`src/rtl/seq_chk_pkg.sv`:
```
// seq_chk_pkg: shared state encoding and defaults for the pulse-stream lock checker
package seq_chk_pkg;
    typedef enum logic [1:0] {HUNT, SYNC, LOCK} state_t;
    localparam int         DEF_HIST_W = 4;
    localparam logic [3:0] DEF_TAPS   = 4'b1101;
    localparam int         PERIOD_W   = 8;
endpackage

```
`src/rtl/seq_chk_hist.sv`:
```
// seq_chk_hist: local copy of the generator history and NAND next-bit predictor
module seq_chk_hist
    import seq_chk_pkg::*;
#(
    parameter int                HIST_W = DEF_HIST_W,
    parameter logic [HIST_W-1:0] TAPS   = DEF_TAPS
) (
    input  logic              clk,
    input  logic              rst,
    input  logic              din,
    input  logic              din_valid,
    output logic [HIST_W-1:0] hist,
    output logic              pred
);
    // untapped bits are forced high so they drop out of the NAND
    assign pred = ~&(hist | ~TAPS);

    // every valid bit enters the history, right or wrong, so the copy resynchronises itself
    always_ff @(posedge clk or negedge rst)
        if (!rst) hist <= '0;
        else if (din_valid) hist <= {hist[HIST_W-2:0], din};
endmodule

```
`src/rtl/seq_chk_lock.sv`:
```
// seq_chk_lock: predicts the pulse stream, declares lock and counts bit errors (option: SEQ_CHK_PERIOD_EN)
module seq_chk_lock
    import seq_chk_pkg::*;
#(
    parameter int                HIST_W   = DEF_HIST_W,
    parameter logic [HIST_W-1:0] TAPS     = DEF_TAPS,
    parameter int                LOCK_CNT = 8,
    parameter int                MISS_MAX = 3,
    parameter int                CNT_W    = 16
) (
    input  logic                clk,
    input  logic                rst,
    input  logic                din,
    input  logic                din_valid,
    input  logic                clr_err,
    output logic                locked,
    output logic                err_pulse,
    output logic [CNT_W-1:0]    err_count,
    output logic [PERIOD_W-1:0] period
);
    localparam int             FW       = $clog2(HIST_W + 1);
    localparam logic [FW-1:0]  FILL_END = FW'(HIST_W);
    localparam logic [7:0]     RUN_END  = 8'(LOCK_CNT);
    localparam logic [3:0]     MISS_END = 4'(MISS_MAX);

    state_t        state;
    logic [FW-1:0] fill;
    logic [7:0]    run;
    logic [3:0]    miss;
    logic          pred, bad, to_lock, leave;

`ifdef SEQ_CHK_PERIOD_EN
    logic [HIST_W-1:0]   hist, nh, snap;
    logic [PERIOD_W-1:0] pcnt, pcnt_n;

    seq_chk_hist #(.HIST_W(HIST_W), .TAPS(TAPS)) u_hist (
        .clk(clk), .rst(rst), .din(din), .din_valid(din_valid), .hist(hist), .pred(pred)
    );

    assign nh     = {hist[HIST_W-2:0], din};
    assign pcnt_n = &pcnt ? pcnt : pcnt + 1'b1;

    // snapshot the history on lock entry; each return to it closes one measured period
    always_ff @(posedge clk or negedge rst)
        if (!rst) begin
            snap   <= '0;
            pcnt   <= '0;
            period <= '0;
        end else if (din_valid) begin
            if (to_lock) begin
                snap <= nh;
                pcnt <= '0;
            end else if (leave) period <= '0;
            else if (state == LOCK) begin
                pcnt <= nh == snap ? '0 : pcnt_n;
                if (nh == snap) period <= pcnt_n;
            end
        end
`else
    seq_chk_hist #(.HIST_W(HIST_W), .TAPS(TAPS)) u_hist (
        .clk(clk), .rst(rst), .din(din), .din_valid(din_valid), .hist(), .pred(pred)
    );

    assign period = '0;
`endif

    assign bad     = din != pred;
    assign to_lock = state == SYNC && !bad && run + 8'd1 == RUN_END;
    assign leave   = state == LOCK && bad && miss + 4'd1 == MISS_END;
    assign locked  = state == LOCK;

    // error strobe and saturating count; a same-cycle clear beats the increment
    always_ff @(posedge clk or negedge rst)
        if (!rst) begin
            err_pulse <= 1'b0;
            err_count <= '0;
        end else begin
            err_pulse <= din_valid && state == LOCK && bad;
            if (clr_err) err_count <= '0;
            else if (din_valid && state == LOCK && bad && !(&err_count)) err_count <= err_count + 1'b1;
        end

    // HUNT fills the history, SYNC demands a clean run, LOCK tolerates isolated misses
    always_ff @(posedge clk or negedge rst)
        if (!rst) begin
            state <= HUNT;
            fill  <= '0;
            run   <= '0;
            miss  <= '0;
        end else if (din_valid) begin
            if (state == HUNT) begin
                fill <= fill + 1'b1;
                if (fill + 1'b1 == FILL_END) begin
                    state <= SYNC;
                    run   <= '0;
                end
            end else if (state == SYNC) begin
                run <= bad ? '0 : run + 1'b1;
                if (to_lock) begin
                    state <= LOCK;
                    miss  <= '0;
                end
            end else if (state == LOCK) begin
                miss <= bad ? miss + 1'b1 : '0;
                if (leave) begin
                    state <= HUNT;
                    fill  <= '0;
                end
            end else state <= HUNT;
        end
endmodule
```
`config.mk`:
```
export PLATFORM = sky130hd
export DESIGN_NAME = seq_chk_lock
export DESIGN_NICKNAME = d
export VERILOG_FILES = /design/src/rtl/seq_chk_pkg.sv /design/src/rtl/seq_chk_hist.sv /design/src/rtl/seq_chk_lock.sv
export SDC_FILE = /design/constraint.sdc
export NUM_CORES = 1
export LEC_CHECK = 0
export ABC_AREA = 1
export BUFFER_PORTS_ARGS = -buffer_cell sky130_fd_sc_hd__buf_2
export CORE_MARGIN = 5
export CORE_UTILIZATION = 57
export DETAILED_ROUTE_END_ITERATION = 10
export HOLD_SLACK_MARGIN = 0.03
export PLACE_DENSITY_LB_ADDON = 0.15
export SYNTH_ARGS = -nofsm -noshare
export SYNTH_HDL_FRONTEND = slang
export SYNTH_SLANG_ARGS = --single-unit
```
`constraint.sdc`:
```
create_clock -name clk -period 2.2 [get_ports clk]
set_input_delay 0.22 -clock clk [delete_from_list [all_inputs] [get_ports clk]]
set_output_delay 0.22 -clock clk [all_outputs]
set_load 0.02 [all_outputs]
```
[Word-level counts from Yosys, hierarchy flattened]
Cells that the tools add are included.
Operators by class
  equal/unequal tests: 11
  muxes and demuxes: 20
  bitwise logic cells: 1
  $lt $le $gt $ge: 0
  $mul: 0
  shift operators: 0
  reduce and logical (&&, ||, !) cells: 22
  $add $sub $neg: 4
  div/mod/pow operators: 0
Operators with widths (count)
  16-bit 2-to-1 mux: 2
  8-bit 2-to-1 mux: 4
  16-bit by 1-bit adder with 16-bit output, second input constant: 1
  4-bit 2-to-1 mux: 4
  16-bit AND reduction: 1
  2-bit 2-to-1 mux: 6
  3-bit 2-to-1 mux: 4
  4-bit AND reduction: 3
  2-bit nonzero test: 5
  8-bit by 1-bit adder with 8-bit output, second input constant: 1
  8-bit by 4-bit == test with 1-bit output, second input constant: 1
  1-bit logical AND: 7
  3-bit AND reduction: 2
  4-bit by 1-bit adder with 4-bit output, second input constant: 1
  4-bit by 2-bit == test with 1-bit output, second input constant: 1
  2-bit by 1-bit != test with 1-bit output, second input constant: 2
  4-bit by 1-bit != test with 1-bit output, second input constant: 1
  3-bit by 1-bit adder with 3-bit output, second input constant: 1
  3-bit == test, second input constant: 1
  1-bit zero test: 3
  3-bit by 2-bit != test with 1-bit output, second input constant: 1
  2-bit by 1-bit == test with 1-bit output, second input constant: 1
  2-bit == test, second input constant: 1
  2-bit zero test: 1
  other kinds (3): 3
Storage, ports and cells
  word-level logic and storage cells: 65
  bits of input ports: 5
  bits in read-only memories: 0
  bits in latches: 0
  register bits: 38
  memories: 0
  output and inout bits: 26
  memory bits (writable): 0

[Longest topological paths before layout]
Gate-level depths: netlist (run 1).
  depth after elaboration: 9
  depth in mapped cells: 12

[Modules after synthesis]
A second synthesis (run 1) with hierarchy kept.
Second synthesis, totals
  cell total of the unflattened synthesis: 299
  area, all modules: 2352.3 µm²
By module, submodules not included
  seq_chk_lock: sequential area each 850.8 µm², times used 1, area each 2198.4 µm², cells each 281
  seq_chk_hist: sequential area each 100.1 µm², times used 1, area each 153.9 µm², cells each 18

[Worst setup path after synthesis (run 1)]
OpenSTA, ideal clock, no wires.
  kind: reg2reg
  start point: register err_count[0]
  end point: register err_count[10]
  library setup time: 0.126 ns
  clock period less this slack: 1.772 ns
  path buffers: 1
  path slack: 0.428 ns
  data required time: 2.074 ns
  data arrival time: 1.647 ns
  stages on the path, launching flop included: 11
  cells stage by stage: dfrtp_1 > ha_1 > nand2_1 > nor2_4 > nand2_2 > nor2_2 > nand2_2 > nand2_4 > buf_6 > o21ai_1 > nor3b_2
On the way
  longest elaborated chain between the ends: 4
Ends and longest elaborated chain
  start: declaration: line seq_chk_lock.sv:18  | output logic [CNT_W-1:0] err_count,
  start signal: assignment: line seq_chk_lock.sv:80  | else if (din_valid && state == LOCK && bad && !(&err_count)) err_count <= err_count + 1'b1;
  parallel branches: the longest is 4 deep, another holds 16-bit by 1-bit adder with 16-bit output
Parallel ways; which one is timed is not known. The select of a mux whose other input is x is not followed.
A chain may end at the register's enable or synchronous reset.

[Final worst setup path (run 1)]
  start point: register err_count[0]
  end point: register err_count[5]
The elaborated chain is that of the path after synthesis.

==> impl_metrics.csv, run 1 <==
group,metric,value,unit
worst_setup_path,arrival,2060,ps
logic_synthesis,netlist_instances,300,
final_layout,fin_nets,340,
final_layout,final_cell_area,0.00261,mm^2
logic_synthesis,synth_area,0.00240,mm^2
final_layout,fillers,338,
cts,cts_sinks,38,
worst_setup_path,cp_data_required_time,2420,ps
final_layout,insertedDiodeCount,0,
logic_synthesis,synth_fa_ha_area_share,4.69,%
worst_setup_path,path_max_fanout,12,
detailed_routing,viasPerCell,5.23,
floorplanning,die_width,74.9,um
timing,rsz0062_at_grt,"no",
detailed_routing,wl_per_cell,12.3,um
cts,cts-root-buf,"clkbuf_8",
timing,clock.fmax,542,MHz
pwr,ir_drop,651,uV
worst_setup_path,end_kind,"flop",
worst_setup_path,critPathLaunchType,"flop",
pwr,p_sw,711,uW
global_routing,grt_max_degree,39,
logic_synthesis,synthMuxAreaShare,0,%
final_layout,syn_to_final_growth,8.76,%
floorplanning,die_h,74.9,um
logic_synthesis,synth_cell_types,36,
cts,clockBufferDepth,2,
logic_synthesis,synthFlopType,"dfrtp_1",
detailed_routing,vias,1970,
detailed_routing,drt_pass1_iterations,4,
cts,clock_latency,280,ps
logic_synthesis,synth_top_family_by_area,"simple AND/OR/NAND/NOR gates",
logic_synthesis,avgSynthCellArea,8.00,um^2
pwr,p_seq_share,46.0,%
cts,postCtsHoldBufs,0,
placement,placedCellCount,369,
global_routing,grt_pass1_vias,1788,
final_layout,fin_util,64.8,%
cts,cts_made_buffers,5,
job,maxCapViolations,0,
cts,cts_setup_buffers,0,
worst_setup_path,crit_type,"flop to flop",
pwr,p_clk_share,25.0,%
floorplanning,die-area,0.00561,mm^2
timing,finalClockSkew,4.25,ps
logic_synthesis,synth_simple_gate_area_share,30.7,%
timing,fin_setup_tns,0,ps
detailed_routing,wl,4640,um
cts,cts_tree,"yes",
detailed_routing,antenna_left,0,
logic_synthesis,ys_seq_area_share,39.6,%
pwr,internal_power,1.25,mW
logic_synthesis,ys_warn_count,0,
outcome,status,"finished clean",
global_routing,grt_antenna_before_repair,0,
global_routing,grt_pass1_wl,8030,um
cts,htree_num_levels,2,
global_routing,grt_usage,18.2,%
logic_synthesis,synth_seq_cells,38,
floorplanning,core_region_area,0.00403,mm^2
placement,dp_slack,368,ps
timing,max_slew_margin,44.9,%
final_layout,stdcell_count,377,
placement,dp_hpwl,3400,um
timing,maxSlewViolCount,0,
placement,port_buffers,22,
logic_synthesis,synth_compound_area_share,10.7,%
final_layout,seq_area,951,um^2
pwr,power.total,1.96,mW
cts,clkTransAtPathRegs,70,ps
logic_synthesis,synth-edff-count,0,
timing,holdWs,30.7,ps
timing,fin_crit,1850,ps
pwr,p_sw_share,36.2,%
logic_synthesis,synthArstFlopShare,100,%
placement,gp_congestion,0.812,
logic_synthesis,synthXorXnorAreaFrac,3.29,%
final_layout,multi_input_area,0.00121,mm^2
timing,finalHoldViolCount,0,
timing,fin_crit_sh,83.9,%
global_routing,overflow,0,
placement,dpl-instance-area,0.00252,mm^2
pwr,powerDensity,752,mW/mm^2
final_layout,drive_above_1_share,17.7,%
pwr,leakage,1.23,nW
pwr,p_comb_share,29.0,%
floorplanning,fp-row-count,23,
floorplanning,start_util,59.5,%
worst_hold_path,hold_class,"input pin to asynchronous set/reset pin",
timing,setup_violations,0,
detailed_routing,drt-initial-drc-count,157,
cts,ctsResizeCount,0,
timing,worst_pin_slew,827,ps
detailed_routing,drc,0,
timing,setup_ws,353,ps
floorplanning,ios,31,
[placed cells by master, fill, tap and decap left out, types with 8 or more instances in the layout]
| master | count |
|---|---|
| o21ai_0 | 21 |
| ha_1 | 9 |
| conb_1 | 8 |
| buf_2 | 22 |
| nor2_1 | 14 |
| nor3_1 | 8 |
| dfrtp_1 | 38 |
| nand4_1 | 11 |
| nand2_1 | 75 |
| inv_1 | 39 |
| nand3_1 | 22 |
[synthesized netlist by cell type (3+ instances only)]
| library cell | count | share of area (%) |
|---|---|---|
| a21oi_1 | 3 | 0.63 |
| buf_4 | 8 | 2.5 |
| dfrtp_1 | 38 | 40 |
| ha_1 | 9 | 4.7 |
| inv_1 | 39 | 6.1 |
| nand2_1 | 75 | 12 |
| nand2_2 | 3 | 0.78 |
| nand3_1 | 22 | 4.6 |
| nand4_1 | 11 | 2.9 |
| nor2_1 | 14 | 2.2 |
| nor3_1 | 8 | 1.7 |
| nor3b_2 | 3 | 1.6 |
| o21ai_0 | 21 | 4.4 |
| o21ai_1 | 3 | 0.63 |
| o21ai_2 | 7 | 2.6 |
| o31ai_1 | 4 | 1.3 |
| xor2_1 | 7 | 2.6 |
[cells by family (layout without fill, tap and decap cells)]
logic type                 Yosys count  after routing
DFF                                 38             38
buffers and inverters               54             74
AOI/OAI and AO/OA                   42             42
and+or+nand+nor                    147            147
xor gates and xnor gates             9              9
other                                1              8
adders and majority gates            9              9
[power by group through the flow]
stage / registers [mW] / logic [mW] / clock network, mW
floorplan: 0.903 / 0.450 / 0
global placement: 0.912 / 0.563 / 0
detailed placement: 0.914 / 0.565 / 0
CTS: 0.902 / 0.574 / 0.510
global route: 0.921 / 0.665 / 0.540
finish: 0.902 / 0.569 / 0.491
[critical path, stage by stage, from the launching register on]
cell	delay, ps
dfrtp_1	480
ha_1	240
nand2_1	110
nor2_4	160
nand2_2	80
nor2_2	90
nand2_2	70
nand2_4	160
inv_6	80
nor2_8	130
inv_6	70
o21ai_2	110
[per-layer routing]
layer / GRT usage [%] / vias up / wire [um]
li1: - / 1015 / -
met1: 23.4 / 905 / 2070
met2: 30.9 / 43 / 2240
met3: 3.87 / 7 / 277
met4: 5.14 / 0 / 58
met5: 0 / - / 0
[worst paths after layout]
kind                       cells past startpoint        endpoint      startpoint  slack, ps
min in group clk                               3  u_hist.hist[0]             din        220
min reg2reg                                    2  u_hist.hist[3]  u_hist.hist[3]        510
min                                            1    err_count[1]             rst         30
max reg2reg                                   11    err_count[5]    err_count[0]        350
max                                           11    err_count[5]    err_count[0]        350
max in group asynchronous                      1          run[6]             rst       1650
[state kept, by name, indices dropped and copies added, names as in the netlist]
signal and cells:
err_count 16, run 8, miss 4, u_hist.hist 4, fill 3, state 2
err_pulse 1
[final cells by class]
class	instances	area share, %
clock inverters	1	0.192
well taps	50	2.40
flip-flops and latches	38	36.5
multi-input cells	215	46.6
inverters	43	6.57
clock buffers	7	3.31
repair buffers	23	4.51
Power figures use the tool's default switching activity.
==> run 2: changes to the inputs <==
--- a/config.mk
+++ b/config.mk
@@ -5,7 +5,7 @@
 export SDC_FILE = /design/constraint.sdc
 export NUM_CORES = 1
 export LEC_CHECK = 0
-export ABC_AREA = 1
+export ABC_AREA = 0
 export BUFFER_PORTS_ARGS = -buffer_cell sky130_fd_sc_hd__buf_2
 export CORE_MARGIN = 5
 export CORE_UTILIZATION = 57
==> constraint.sdc (replaced) <==
create_clock -name clk -period 1.9 [get_ports clk]
set_input_delay 0.19 -clock clk [delete_from_list [all_inputs] [get_ports clk]]
set_output_delay 0.19 -clock clk [all_outputs]
set_load 0.02 [all_outputs]
==> run 2 against run 1 <==
Via count increased by 1.2%. Clock skew increased by 1.7 ps. Maximum frequency decreased by 1.9%. Largest cell class unchanged.
==> impl_metrics.csv, run 2 <==
group,metric,value,unit
outcome,status,"finished clean",
worst_setup_path,crit_type,"flop to flop",
logic_synthesis,synth-edff-count,0,
detailed_routing,vias,1994,
cts,clockBufferDepth,2,
final_layout,final_common_cell,"dfrtp_1",
final_layout,stdcell_count,342,
logic_synthesis,ys_warn_count,0,
logic_synthesis,netlist_instances,241,
detailed_routing,viasPerCell,5.83,
logic_synthesis,synth_cell_types,50,
worst_setup_path,critPathLaunchType,"flop",
placement,port_buffers,22,
global_routing,overflow,0,
final_layout,seq_area,958,um^2
timing,maxSlewViolCount,0,
cts,clock_latency,290,ps
pwr,internal_power,1.61,mW
floorplanning,die_h,73.1,um
cts,cts-root-buf,"clkbuf_8",
worst_hold_path,hold_class,"input pin to flop",
timing,rsz0062_at_grt,"yes",
cts,clkTransAtPathRegs,80,ps
placement,dp_slack,-6.02,ps
placement,dpl-instance-area,0.00258,mm^2
detailed_routing,wl_per_cell,15.1,um
timing,fin_crit,1880,ps
logic_synthesis,synthFlopType,"dfrtp_1",
worst_setup_path,arrival,2110,ps
worst_setup_path,path_max_fanout,13,
job,maxCapViolations,0,
final_layout,reg_top3,"err_count: 16 flops, run: 8 flops",
pwr,power.total,2.49,mW
final_layout,syn_to_final_growth,22.0,%
floorplanning,die-area,0.00534,mm^2
pwr,p_sw_share,35.2,%
global_routing,grt_max_degree,21,
pwr,p_clk_share,23.4,%
logic_synthesis,synth_area,0.00227,mm^2
pwr,p_sw,875,uW
floorplanning,start_util,57.5,%
timing,holdWs,187,ps
placement,dp_hpwl,3670,um
global_routing,grt_use_met2,35.0,%
logic_synthesis,synth.area.top_cells,"dfrtp_1 (42%), ha_1 (5.0%), o21ai_0 (4.9%), mux2_2 (3.5%), a21oi_1 (3.3%)",
logic_synthesis,yosysMostFrequentCell,"dfrtp_1",
timing,setup_ws,17.4,ps
logic_synthesis,synth_top_area_share,41.9,%
logic_synthesis,synth_seq_cells,38,
detailed_routing,antenna_left,0,
floorplanning,fp-row-count,23,
final_layout,final_cell_mix,"dfrtp_1 (32), buf_4 (28), buf_2 (22), nand2_1 (20), o21ai_0 (20)",
detailed_routing,wl,5170,um
placement,placedCellCount,329,
floorplanning,die_width,73.1,um
global_routing,grt_pass1_vias,1906,
detailed_routing,drt_pass1_iterations,4,
final_layout,drive_above_1_share,31.5,%
detailed_routing,drc,0,
global_routing,gr-usage-met1,26.0,%
logic_synthesis,synth_common_cells,"dfrtp_1 (38), o21ai_0 (22), nand2_1 (20)",
timing,finalClockSkew,5.90,ps
floorplanning,ios,31,
detailed_routing,drt-initial-drc-count,71,
logic_synthesis,avgSynthCellArea,9.41,um^2
placement,gp_congestion,0.875,
cts,cts_sinks,38,
pwr,ir_drop,594,uV
timing,finalHoldViolCount,0,
final_layout,insertedDiodeCount,0,
pwr,p_seq_share,40.5,%
global_routing,use_met3,4.27,%
worst_setup_path,cp_data_required_time,2120,ps
final_layout,fillers,309,
logic_synthesis,synth_top_area_cell,"dfrtp_1",
final_layout,multi_input_area,0.00128,mm^2
logic_synthesis,ys_seq_area_share,41.9,%
worst_setup_path,end_kind,"flop",
pwr,p_comb_share,36.0,%
logic_synthesis,synthArstFlopShare,100,%
final_layout,final_cell_area,0.00277,mm^2
timing,setup_violations,0,
pwr,leakage,1.26,nW
timing,fin_crit_sh,99.1,%
floorplanning,core_region_area,0.00394,mm^2
cts,cts_made_buffers,5,
global_routing,top_usage_layer,"met2",
final_layout,largest_reg_flops,16,
cts,htree_num_levels,2,
final_layout,fin_nets,305,
cts,cts_tree,"yes",
global_routing,grt_usage,20.7,%
global_routing,grt_pass1_wl,8590,um
final_layout,top_register,"err_count",
global_routing,grt_antenna_before_repair,0,
timing,clock.fmax,531,MHz
pwr,powerDensity,898,mW/mm^2
[run 2: routing by layer]
layer  vias to the layer above  share of wire (%)
li1                        971                  -
met1                       964                 43
met2                        52                 50
met3                         7                5.2
met4                         0                1.9
met5                         -                  0
[run 2: final timing paths]
path	endpoint	slack (ps)	cells past startpoint	start
min reg2reg	run[5]	510	1	run[5]
max reg2reg	err_count[11]	20	6	state[0]
min	u_hist.hist[0]	190	2	din
min in group asynchronous	err_count[4]	390	2	rst
max	err_count[11]	20	6	state[0]
max in group asynchronous	miss[0]	870	3	rst
[run 2: critical path, stage by stage, from the launching register on]
cell,delay (ps)
dfrtp_1,410
inv_1,140
ha_2,270
o2111ai_2,160
buf_6,180
or4_1,510
a21oi_1,150
[run 2: final cells by class]
class                      count  area share, %
tap                           50           2.26
multi-input combinational    186           46.4
timing repair buffer          52           12.3
clock inverter                 1          0.181
inverter                       8           1.09
clock buffer                   7           3.12
sequential                    38           34.6
[run 2: cell families (layout without fill, tap and decap cells)]
family                     after synthesis  after routing  synth area share (%)
DFF                                     38             38                  41.9
buffers and inverters                   24             68                  5.85
AOI/OAI and AO/OA                       63             63                  17.6
other                                    1              8                 0.165
and+or+nand+nor                         92             92                  23.2
xor gates and xnor gates                 5              5                  1.93
muxes                                    9              9                  4.36
adders and majority gates                9              9                  4.96
[run 2: repair_timing]
item,CTS,global route
buffers inserted,1,3
cloned,0,0
hold endpoints to repair,19,0
resized for setup,1,12
endpoints found under the setup margin,4,19
pin swaps,2,2
hold buffers,1,0
[run 2: through the flow]
step,TNS (ps),utilization [%]
2_1_floorplan,0,-
3_3_place_gp,0,65.5
3_5_place_dp,-10.2,65.5
4_1_cts,0,68.4
5_1_grt,-397,70.2
6_report,0,70.2
[run 2: power by group through the flow]
stage	sequential, mW	combinational, mW	clock (mW)
6_report	1.01	0.896	0.582
5_1_grt	1.02	1.00	0.634
4_1_cts	1.00	0.854	0.602
3_5_place_dp	1.02	0.836	0
3_3_place_gp	1.01	0.820	0
2_1_floorplan	1.01	0.551	0
